`src/rtl/octal_decoder_stream_if.sv`:
```
// Valid/ready stream bundle for the octal decoder: code+enable in, one-hot word out.
// The DUT uses the slave modport; the producer/consumer side uses master.
interface octal_decoder_stream_if;
   logic       in_valid;
   logic       in_ready;
   logic [2:0] in_code;
   logic       in_en;
   logic       out_valid;
   logic       out_ready;
   logic [7:0] out_onehot;
   logic [2:0] out_code;
   logic       out_dis;

   modport master (
      output in_valid, in_code, in_en, out_ready,
      input  in_ready, out_valid, out_onehot, out_code, out_dis
   );

   modport slave (
      input  in_valid, in_code, in_en, out_ready,
      output in_ready, out_valid, out_onehot, out_code, out_dis
   );
endinterface

```
`src/rtl/octal_decoder_stream.sv`:
```
// 3-to-8 one-hot decoder behind a 2-entry valid/ready FIFO, with a saturating
// count of delivered words.
module octal_decoder_stream #(
   parameter int CNT_W = 8,
   parameter int DEPTH = 2
) (
   input  logic                  clk,
   input  logic                  rst,
   octal_decoder_stream_if.slave s,
   output logic [CNT_W-1:0]      word_cnt
);

   if (DEPTH != 2) begin : g_depth_check
      $error("octal_decoder_stream: only DEPTH=2 is supported");
   end

   typedef struct packed {
      logic [2:0] code;
      logic       en;
   } entry_t;

   function automatic logic [7:0] decode(input entry_t e);
      return e.en ? (8'b1 << e.code) : 8'h00;
   endfunction

   function automatic logic [CNT_W-1:0] sat_inc(input logic [CNT_W-1:0] v);
      return (&v) ? v : v + CNT_W'(1);
   endfunction

   entry_t     mem [0:1];
   entry_t     head;
   logic       rd_ptr;
   logic       wr_ptr;
   logic [1:0] occ;
   logic       push;
   logic       pop;

   // Both flags come straight from the occupancy register, so out_ready
   // never reaches in_ready combinationally.
   assign s.in_ready  = (occ != 2'd2);
   assign s.out_valid = (occ != 2'd0);
   assign push        = s.in_valid & s.in_ready;
   assign pop         = s.out_valid & s.out_ready;
   assign head        = mem[rd_ptr];

   assign s.out_onehot = s.out_valid ? decode(head) : 8'h00;
   assign s.out_code   = s.out_valid ? head.code : 3'd0;
   assign s.out_dis    = s.out_valid & ~head.en;

   always_ff @(posedge clk) begin
      if (rst) begin
         rd_ptr   <= 1'b0;
         wr_ptr   <= 1'b0;
         occ      <= 2'd0;
         word_cnt <= '0;
      end else begin
         if (push) wr_ptr <= ~wr_ptr;
         if (pop) begin
            rd_ptr   <= ~rd_ptr;
            word_cnt <= sat_inc(word_cnt);
         end
         case ({push, pop})
            2'b10:   occ <= occ + 2'd1;
            2'b01:   occ <= occ - 2'd1;
            default: occ <= occ;
         endcase
      end
   end

   // Storage carries no reset; occupancy alone decides what is valid.
   always_ff @(posedge clk) begin
      if (push && !rst) mem[wr_ptr] <= '{code: s.in_code, en: s.in_en};
   end

endmodule
```
`src/flat_wrapper.sv`:
```
// flat-port wrapper written by rule: the top's interface ports become plain ports
module octal_decoder_stream_flat 
#(
   parameter int CNT_W = 8,
   parameter int DEPTH = 2
)
  (clk, rst, word_cnt, s_in_valid, s_in_code, s_in_en, s_out_ready, s_in_ready, s_out_valid, s_out_onehot, s_out_code, s_out_dis);
  octal_decoder_stream_if s_i ();
  input  logic clk;
  input  logic rst;
  output logic [CNT_W-1:0] word_cnt;
  input wire logic [$bits(s_i.in_valid)-1:0] s_in_valid;
  input wire logic [$bits(s_i.in_code)-1:0] s_in_code;
  input wire logic [$bits(s_i.in_en)-1:0] s_in_en;
  input wire logic [$bits(s_i.out_ready)-1:0] s_out_ready;
  output wire logic [$bits(s_i.in_ready)-1:0] s_in_ready;
  output wire logic [$bits(s_i.out_valid)-1:0] s_out_valid;
  output wire logic [$bits(s_i.out_onehot)-1:0] s_out_onehot;
  output wire logic [$bits(s_i.out_code)-1:0] s_out_code;
  output wire logic [$bits(s_i.out_dis)-1:0] s_out_dis;
  assign s_i.in_valid = s_in_valid;
  assign s_i.in_code = s_in_code;
  assign s_i.in_en = s_in_en;
  assign s_i.out_ready = s_out_ready;
  assign s_in_ready = s_i.in_ready;
  assign s_out_valid = s_i.out_valid;
  assign s_out_onehot = s_i.out_onehot;
  assign s_out_code = s_i.out_code;
  assign s_out_dis = s_i.out_dis;
  octal_decoder_stream #(.CNT_W(CNT_W), .DEPTH(DEPTH)) u_core (.clk(clk), .rst(rst), .s(s_i), .word_cnt(word_cnt));
endmodule
```
`config.mk`:
```
export PLATFORM = sky130hd
export DESIGN_NAME = octal_decoder_stream_flat
export DESIGN_NICKNAME = d
export VERILOG_FILES = /design/src/rtl/octal_decoder_stream_if.sv /design/src/rtl/octal_decoder_stream.sv /design/src/flat_wrapper.sv
export SDC_FILE = /design/constraint.sdc
export NUM_CORES = 1
export LEC_CHECK = 0
export ABC_AREA = 0
export CAP_MARGIN = 15
export CORE_AREA = 5 5 66 68
export DETAILED_ROUTE_END_ITERATION = 7
export DIE_AREA = 0 0 71 73
export DONT_BUFFER_PORTS = 1
export HOLD_SLACK_MARGIN = 0.15
export PLACE_DENSITY = 0.49
export REMOVE_ABC_BUFFERS = 1
export SLEW_MARGIN = 20
export SYNTH_ARGS = -nofsm -noshare
export SYNTH_HDL_FRONTEND = slang
export SYNTH_SLANG_ARGS = --single-unit
```
`constraint.sdc`:
```
create_clock -name clk -period 4.3 [get_ports clk]
set_input_delay 0.86 -clock clk [delete_from_list [all_inputs] [get_ports clk]]
set_output_delay 0.86 -clock clk [all_outputs]
set_load 0.02 [all_outputs]
```
== Word-level counts from Yosys, hierarchy flattened ==
Memories as Yosys holds them, arrays and structs flattened. A register that Yosys moved wholly into a read port is not among the register bits.
Index checks and enable logic that the tools add are counted.

* Input bits: 8
* Memories: 1
* Output and inout port bits: 22
* Register bits: 12
* RAM bits: 8

* Mux-type cells: 8
* Reductions and logical operators: 6
* Shift operators: 1
* Bitwise gates (word level): 7
* Equality and inequality tests: 3
* $add $sub $neg: 3

{| class="wikitable"
|+ Memories
! memory !! words !! width !! rd ports !! clocked after Yosys merged registers in !! wr ports !! RTL line !! RTL
|-
| u_core.mem || 2 || 4 || 1 || 1 || 1 || octal_decoder_stream.sv:30 || <nowiki>entry_t mem [0:1];</nowiki>
|}

{| class="wikitable"
|+ Operator list
! operator !! number
|-
| 2-to-1 mux 8 bit || 2
|-
| adder 8 x 1 -> 8 bit (second input constant) || 1
|-
| AND reduction 8 bit || 1
|-
| left shift 1 x 3 -> 8 bit (first input constant) || 1
|-
| 2-to-1 mux 1 bit || 4
|-
| NOT 1 bit || 4
|-
| case mux 2 bit (2 select lines) || 1
|-
| nonzero test 2 bit || 2
|-
| AND 1 bit || 3
|-
| 2-to-1 mux 3 bit || 1
|-
| adder 2 x 1 -> 2 bit (second input constant) || 1
|-
| == test 2 x 1 -> 1 bit (second input constant) || 1
|-
| == test 2 bit (second input constant) || 1
|-
| != test 2 bit (second input constant) || 1
|-
| AND reduction 2 bit || 1
|-
| subtractor 2 x 1 -> 2 bit (second input constant) || 1
|-
| logical AND 1 bit || 1
|-
| logical NOT 1 bit || 1
|}

== Logic depth before layout (Yosys ltp) ==
Gate-level depths: netlist (run 1).

* Depth in word-level cells: 5
* Gate-level depth with buffers: 7

== Worst setup path before layout (run 1) ==
OpenSTA, ideal clock, no wires.

* Path type: flip-flop to output port
* Start: reg with a tool-made name
* End: out s_out_onehot[4]
* Path buffers: 1
* Arrival: 1.290 ns
* Path slack: 2.150 ns
* Cell stages (with the launch flop): 5
* Cells stage by stage: dfxtp_1 -> buf_4 -> mux2i_1 -> or3b_4 -> nor2_1

{| class="wikitable"
|+ RTL lines
! element !! RTL line !! RTL
|-
| end, declared || flat_wrapper.sv:18 || <nowiki>output wire logic [$bits(s_i.out_onehot)-1:0] s_out_onehot;</nowiki>
|}

==> flow_summary.yaml, run 1 <==
floorplanning:
  die_h_um: 73
  rows: 23
  fp.dieW_um: 71
  dieArea_mm2: 0.00518
  io_pins: 30
  start_util_pct: 27.9
  coreArea_mm2: 0.00380
global_routing:
  first_global_vias: 813
  grt_use_met2_pct: 15.1
  grt_use_total_pct: 9.22
  grt_use_met1_pct: 11.0
  antenna_found_initial: 0
  grt_max_degree: 19
  grt.busiest_layer: "met2"
  grtUsageMet3_pct: 4.27
  grt_pass1_wl_um: 3840
  grt-ovfl-total: 0
sta:
  timing.final.crit_period_ns: 2.64
  layout_setup_ws_ns: 1.66
  skew_ns: 0.00229
  timing_hold_violations_final: 0
  fin_crit_sh_pct: 61.3
  max_slew_margin_pct: 56.8
  tns_ns: 0
  worst_pin_slew_ns: 0.643
  rsz0062_at_grt: "false"
  hold-worst-slack_ns: 0.509
  drv_slew: 0
  setup_viol_count_final: 0
  max_freq_ghz: 0.379
power:
  peakVddDrop_mv: 0.255
  power_density_mw_per_mm2: 544
  leakagePower_nw: 0.402
  total_power_mw: 0.629
clock_network:
  ctsRootBufferMaster: "clkbuf_8"
  cts_buffers: 3
  clock_latency_ns: 0.26
  clock_path_buffers: 2
  htreeDepth: 1
  tritoncts: "yes"
  cts_hold_buf: 0
  clkSinkCount: 21
  cts_setup_buffers: 0
  cts.repair.resized: 0
  clkTransAtPathRegs_ns: 0.07
drt:
  ant_nets: 0
  drc: 0
  wirelength_um: 2300
  vias_per_cell: 5.22
  vias: 845
  wire_per_inst_um: 14.2
  first_pass_iters: 4
  drt-initial-drc-count: 28
setup_path:
  crit_chain: "mux2_2 > or3b_4 > nor2_1"
  crit_family: "simple AND/OR/NAND/NOR gates"
  critPathCaptureType: "output pin"
  cp_max_fo: 11
  required_ns: 3.44
  critPathKind: "flip-flop to output pin"
  cp.arrival_ns: 1.78
  cp_slowest_cell: "dfxtp_1"
  r2r_cells: 6
  slowest_delay_ns: 0.54
  crit_cells: 3
  critPathLaunchType: "flip-flop"
  crit_buf_inv: 0
cells_and_area:
  post-route-util_pct: 30.4
  finalNetCount: 123
  antenna_cells: 0
  drive_above_1_share_pct: 7.14
  finalInstanceArea_mm2: 0.00115
  synthToLayoutAreaGrowth_pct: 8.84
  layoutNonFillerInstCount: 162
placement:
  port_buffers: 0
  post-place-ws_ns: 1.95
  dpl.hpwl_um: 1720
  dpl.cell_count: 158
  gp_congestion: 0.823
  postPlaceCellArea_mm2: 0.00111
synth:
  syn_area_per_cell_um2: 9.56
  yosys.area_share.simple_pct: 23.2
  synth_top_family_by_area: "simple AND/OR/NAND/NOR gates"
  netlist_instances: 111
  netlist_top_cells_count: "20 x nor2_1, 13 x dfxtp_1, 8 x edfxtp_1"
  synth_xor_area_share_pct: 2.48
  synthDistinctLibCells: 35
  ys_seq_elements: 21
  ys.flop_type: "dfxtp_1"
  synth_area_leader_cell: "dfxtp_1"
  synth_top_cell_area_share_pct: 24.5
  syn-cell-area_mm2: 0.00106
  synth.most_common_cell: "nor2_1"
  yosysWarnings: 0
  async_flop_share_pct: 0
  synth-adder-area-share_pct: 2.36
  synth_edf_count: 8
  synth_compound_area_share_pct: 15.2
  seq_area_frac_synth_pct: 47.2
  synth.area.mux_share_pct: 6.01
  synth.area.top_cells: "dfxtp_1 25%, edfxtp_1 23%, nor2_1 7.1%"
worst_hold_path:
  min_delay_path_depth: 2
  hold_path_class: "flip-flop to flip-flop"
status:
  status: "finished clean"
flow_run:
  max_cap_violations: 0
## cells in the final DEF (no fill, tap or decap), types with 4 or more instances in the layout
master / count
nor2_1: 20
and3_1: 4
a21oi_1: 6
a211oi_1: 4
nor2b_1: 4
dfxtp_1: 13
edfxtp_1: 8
inv_1: 5
## cells by family after synthesis
kind of cell,Yosys count
AO/OA/AOI/OAI,23
XOR/XNOR,3
adder cells (fa/ha/maj),2
buffers and inverters,9
flip-flops,21
multiplexers,6
AND/OR/NAND/NOR,47
## per-layer routing
metal / vias to the layer above / wire length, um / share of wire, %
met1: 396 / 988 / 43
met2: 38 / 1070 / 47
met5: - / 0 / 0
li1: 407 / - / -
met3: 4 / 223 / 9.7
met4: 0 / 15 / 0.65
## state kept, by name (all words and copies together), names as in the netlist, named ones only
name / cells
u_core.wr_ptr: 1
u_core.mem: 8
u_core.rd_ptr: 1
u_core.occ: 2
u_core.word_cnt: 8
## layout make-up
| type | instances | area [um^2] |
|---|---|---|
| Multi-Input combinational cell | 81 | 523 |
| Inverter | 6 | 22.5 |
| Clock inverter | 1 | 5.00 |
| Clock buffer | 3 | 41.3 |
| Sequential cell | 21 | 500 |
| Fill cell | 411 | 2640 |
| Tap cell | 50 | 62.6 |
## worst register-to-register path: stages (launching register included)
cell and delay (ns):
dfxtp_1 0.43, nor2b_1 0.23, inv_1 0.15, nand2_1 0.15, ha_1 0.27, or3_1 0.38, a21oi_1 0.14
## report_power, final
part,internal [mW],switching (mW)
logic,0.0718,0.145
registers,0.237,0.0467
clock network,0.0645,0.0641
total,0.373,0.256
## final timing paths
path	start	endpoint	slack [ns]
setup reg to reg	u_core.occ[1]$_SDFFE_PP0P_	u_core.occ[1]$_SDFFE_PP0P_	2.48
hold / removal	u_core.wr_ptr$_SDFFE_PP0P_	u_core.wr_ptr$_SDFFE_PP0P_	0.51
hold reg to reg	u_core.wr_ptr$_SDFFE_PP0P_	u_core.wr_ptr$_SDFFE_PP0P_	0.51
setup / recovery	flip-flop	s_out_onehot[5]	1.66
No activity file was read; power rests on OpenSTA's default activity.
==> run 2, diff against run 1 <==
==> constraint.sdc (replaced) <==
create_clock -name clk -period 2.6 [get_ports clk]
set_input_delay 0.52 -clock clk [delete_from_list [all_inputs] [get_ports clk]]
set_output_delay 0.52 -clock clk [all_outputs]
set_load 0.02 [all_outputs]
==> flow_summary.yaml, run 2 (same netlist as run 1, synthesis figures left out) <==
setup_path:
  critPathLaunchType: "flip-flop"
  required_ns: 2.08
  cp.arrival_ns: 1.78
  critPathKind: "flip-flop to output pin"
  cp_max_fo: 11
  critPathCaptureType: "output pin"
cells_and_area:
  drive_above_1_share_pct: 6.25
  finalInstanceArea_mm2: 0.00115
  final_cell_mix: "20 x nor2_1, 13 x dfxtp_1, 8 x edfxtp_1"
  antenna_cells: 0
  finalNetCount: 123
  layoutNonFillerInstCount: 162
  reg_top3: "u_core.mem x8, u_core.word_cnt x8, u_core.occ x2"
  synthToLayoutAreaGrowth_pct: 8.73
  post-route-util_pct: 30.4
  final_common_cell: "nor2_1"
clock_network:
  clock_path_buffers: 2
  htreeDepth: 1
  clock_latency_ns: 0.26
  cts_buffers: 3
  tritoncts: "yes"
  clkSinkCount: 21
  cts.repair.resized: 0
  clkTransAtPathRegs_ns: 0.08
  cts_hold_buf: 0
  ctsRootBufferMaster: "clkbuf_8"
  cts_setup_buffers: 0
power:
  total_power_mw: 1.04
  leakagePower_nw: 0.399
  peakVddDrop_mv: 0.244
  p_clk_share_pct: 20.6
  power_density_mw_per_mm2: 903
  switching_share_pct: 40.5
  comb_power_share_pct: 34.5
  p_switching_mw: 0.422
  p_int_mw: 0.620
  sequentialPowerShare_pct: 45.0
global_routing:
  grtUsageMet3_pct: 3.72
  grt_max_degree: 19
  first_global_vias: 830
  grt_use_total_pct: 9.66
  grt_pass1_wl_um: 3980
  grt_use_met1_pct: 12.0
  grt_use_met2_pct: 14.7
  grt.busiest_layer: "met2"
  antenna_found_initial: 0
  grt-ovfl-total: 0
drt:
  vias_per_cell: 5.12
  drc: 0
  ant_nets: 0
  wirelength_um: 2330
  wire_per_inst_um: 14.4
  vias: 830
  drt-initial-drc-count: 46
  first_pass_iters: 4
floorplanning:
  dieArea_mm2: 0.00518
  start_util_pct: 27.9
  rows: 23
  coreArea_mm2: 0.00380
  io_pins: 30
  die_h_um: 73
  fp.dieW_um: 71
sta:
  timing.final.crit_period_ns: 2.30
  timing_hold_violations_final: 0
  setup_viol_count_final: 0
  drv_slew: 0
  max_freq_ghz: 0.434
  rsz0062_at_grt: "false"
  skew_ns: 0.00680
  worst_pin_slew_ns: 0.668
  fin_crit_sh_pct: 88.5
  max_slew_margin_pct: 55.1
  tns_ns: 0
placement:
  dpl.hpwl_um: 1770
  gp_congestion: 0.823
  port_buffers: 0
  dpl.cell_count: 158
  postPlaceCellArea_mm2: 0.00111
flow_run:
  max_cap_violations: 0
status:
  status: "finished clean"
worst_hold_path:
  hold_path_class: "input pin to flip-flop"
run 2: area by class of cell:
type                       count  area, um^2
clock buffer                   4        45.0
multi-input combinational     81         523
tap                           50        62.6
inverter                       6        22.5
sequential                    21         500
fill                         420        2650
run 2: critical path, stage by stage, from the launching register on:
cell	delay (ns)
dfxtp_1	0.54
mux2_2	0.25
or3b_4	0.40
nor2_1	0.34
run 2: path summary, 6_finish.rpt:
path | cells past startpoint | slack (ns) | to | startpoint
max reg2reg | 6 | 0.77 | u_core.occ[1]$_SDFFE_PP0P_ | u_core.occ[1]$_SDFFE_PP0P_
max | 3 | 0.30 | s_out_onehot[7] | flip-flop
min reg2reg | 2 | 0.52 | u_core.wr_ptr$_SDFFE_PP0P_ | u_core.wr_ptr$_SDFFE_PP0P_
min | 1 | 0.32 | u_core.word_cnt[5]$_SDFFE_PP0P_ | rst
run 2: stage by stage:
stage | hold WS, ns | setup slack [ns]
2_1_floorplan | 0.461 | 0.685
3_3_place_gp | 0.474 | 0.615
3_5_place_dp | 0.510 | 0.580
4_1_cts | 0.310 | 0.283
5_1_grt | 0.305 | 0.177
6_report | 0.321 | 0.298
run 2: layer usage:
layer	up-vias	wire length [um]
li1	411	-
met5	-	0
met3	4	225
met4	0	38
met2	36	1040
met1	379	1030
run 2: power by group through the flow:
| stage | Combinational (mW) | Clock, mW | Sequential, mW |
|---|---|---|---|
| 2_1_floorplan | 0.309 | 0 | 0.460 |
| 3_3_place_gp | 0.350 | 0 | 0.471 |
| 3_5_place_dp | 0.363 | 0 | 0.476 |
| 4_1_cts | 0.365 | 0.224 | 0.468 |
| 5_1_grt | 0.405 | 0.233 | 0.481 |
| 6_report | 0.359 | 0.214 | 0.468 |
==> run 3, diff against run 2 <==
--- a/config.mk
+++ b/config.mk
@@ -12,7 +12,6 @@
 export DIE_AREA = 0 0 71 73
 export DONT_BUFFER_PORTS = 1
 export HOLD_SLACK_MARGIN = 0.15
-export PLACE_DENSITY = 0.49
 export REMOVE_ABC_BUFFERS = 1
 export SLEW_MARGIN = 20
 export SYNTH_ARGS = -nofsm -noshare
==> flow_summary.yaml, run 3 (same netlist as run 1, synthesis figures left out) <==
sta:
  max_freq_ghz: 0.437
  setup_viol_count_final: 0
  timing.final.crit_period_ns: 2.29
  hold-worst-slack_ns: 0.325
  fin_crit_sh_pct: 88.0
  rsz0062_at_grt: "false"
  max_slew_margin_pct: 56.8
  tns_ns: 0
  skew_ns: 0.00287
  drv_slew: 0
  worst_pin_slew_ns: 0.647
  timing_hold_violations_final: 0
  layout_setup_ws_ns: 0.311
floorplanning:
  rows: 23
  die_h_um: 73
  start_util_pct: 27.9
  io_pins: 30
  dieArea_mm2: 0.00518
  fp.dieW_um: 71
  coreArea_mm2: 0.00380
clock_network:
  tritoncts: "yes"
  cts_buffers: 3
  clock_path_buffers: 2
  cts_setup_buffers: 0
  cts.repair.resized: 0
  clock_latency_ns: 0.25
  clkTransAtPathRegs_ns: 0.07
  cts_hold_buf: 0
  clkSinkCount: 21
  htreeDepth: 1
  ctsRootBufferMaster: "clkbuf_8"
setup_path:
  slowest_delay_ns: 0.53
  r2r-start: "u_core.occ[0]$_SDFFE_PP0P_"
  r2r_cells: 4
  critPathCaptureType: "output pin"
  cp_max_fo: 11
  cp.arrival_ns: 1.77
  crit_chain: "mux2_2 > or3b_4 > nor2_1"
  regToRegEndpoint: "u_core.mem[1][2]$_DFFE_PP_"
  critPathLaunchType: "flip-flop"
  cp_slowest_cell: "dfxtp_1"
  required_ns: 2.08
  critPathKind: "flip-flop to output pin"
  r2r_setup_slack_ns: 0.78
global_routing:
  antenna_found_initial: 0
  grt_pass1_wl_um: 3820
  first_global_vias: 837
  grt_max_degree: 19
  grt-ovfl-total: 0
  grt_use_total_pct: 9.19
drt:
  first_pass_iters: 4
  ant_nets: 0
  wirelength_um: 2300
  drt-initial-drc-count: 18
  vias_per_cell: 5.17
  vias: 838
  wire_per_inst_um: 14.2
  drc: 0
power:
  p_clk_share_pct: 20.1
  switching_share_pct: 40.0
  sequentialPowerShare_pct: 45.3
  peakVddDrop_mv: 0.222
  comb_power_share_pct: 34.6
  power_density_mw_per_mm2: 895
  p_int_mw: 0.619
  total_power_mw: 1.03
  p_switching_mw: 0.414
  leakagePower_nw: 0.399
cells_and_area:
  antenna_cells: 0
  final_cell_mix: "20 x nor2_1, 13 x dfxtp_1, 8 x edfxtp_1"
  synthToLayoutAreaGrowth_pct: 8.73
  drive_above_1_share_pct: 6.25
  final_common_cell: "nor2_1"
  finalInstanceArea_mm2: 0.00115
  reg_top3: "u_core.mem x8, u_core.word_cnt x8, u_core.occ x2"
  fillers: 422
  layoutNonFillerInstCount: 162
  finalNetCount: 123
  post-route-util_pct: 30.4
placement:
  post-place-ws_ns: 0.575
  port_buffers: 0
  gp_congestion: 0.807
  postPlaceCellArea_mm2: 0.00111
  dpl.hpwl_um: 1770
  dpl.cell_count: 158
status:
  status: "finished clean"
worst_hold_path:
  min_delay_path_depth: 1
  worstHoldEndpoint: "u_core.occ[1]$_SDFFE_PP0P_"
  hold_path.startpoint: "rst"
  hold_path_class: "input pin to flip-flop"
flow_run:
  max_cap_violations: 0
## run 3: cell counts in the layout (fill, tap and decap cells not counted)
No cell type changed its count.
## run 3: area by class of cell
cell class                 instances  area [um^2]  share of cell area, %
multi-input combinational         81          523                   45.3
sequential                        21          500                   43.4
tap                               50         62.6                   5.42
clock buffer                       4         45.0                   3.90
inverter                           6         22.5                   1.95
## run 3: worst max path at each step
stage | startpoint | end | slack (ns)
2_1_floorplan | flip-flop | s_out_onehot[4] | 0.68
3_3_place_gp | flip-flop | s_out_onehot[7] | 0.62
3_5_place_dp | flip-flop | s_out_onehot[7] | 0.57
4_1_cts | flip-flop | s_out_onehot[7] | 0.29
5_1_grt | flip-flop | s_out_onehot[7] | 0.18
6_report | flip-flop | s_out_onehot[7] | 0.31
## run 3: power groups by stage
stage | Clock [mW] | Combinational [mW] | Sequential [mW]
2_1_floorplan | 0 | 0.309 | 0.460
3_3_place_gp | 0 | 0.346 | 0.469
3_5_place_dp | 0 | 0.362 | 0.477
4_1_cts | 0.215 | 0.364 | 0.469
5_1_grt | 0.230 | 0.399 | 0.480
6_report | 0.208 | 0.357 | 0.468
## run 3: critical path, delay by kind of cell, from the launching register on
family	cells	cell delay, ns
and+or+nand+nor	2	0.74
DFF	1	0.53
muxes	1	0.25
## run 3: metal layers
layer / vias up / wire [um] / global-route usage [%]
li1: 409 / - / -
met1: 397 / 934 / 9.62
met2: 30 / 1080 / 15.8
met3: 2 / 277 / 4.96
met4: 0 / 8 / 3.13
met5: - / 0 / 0
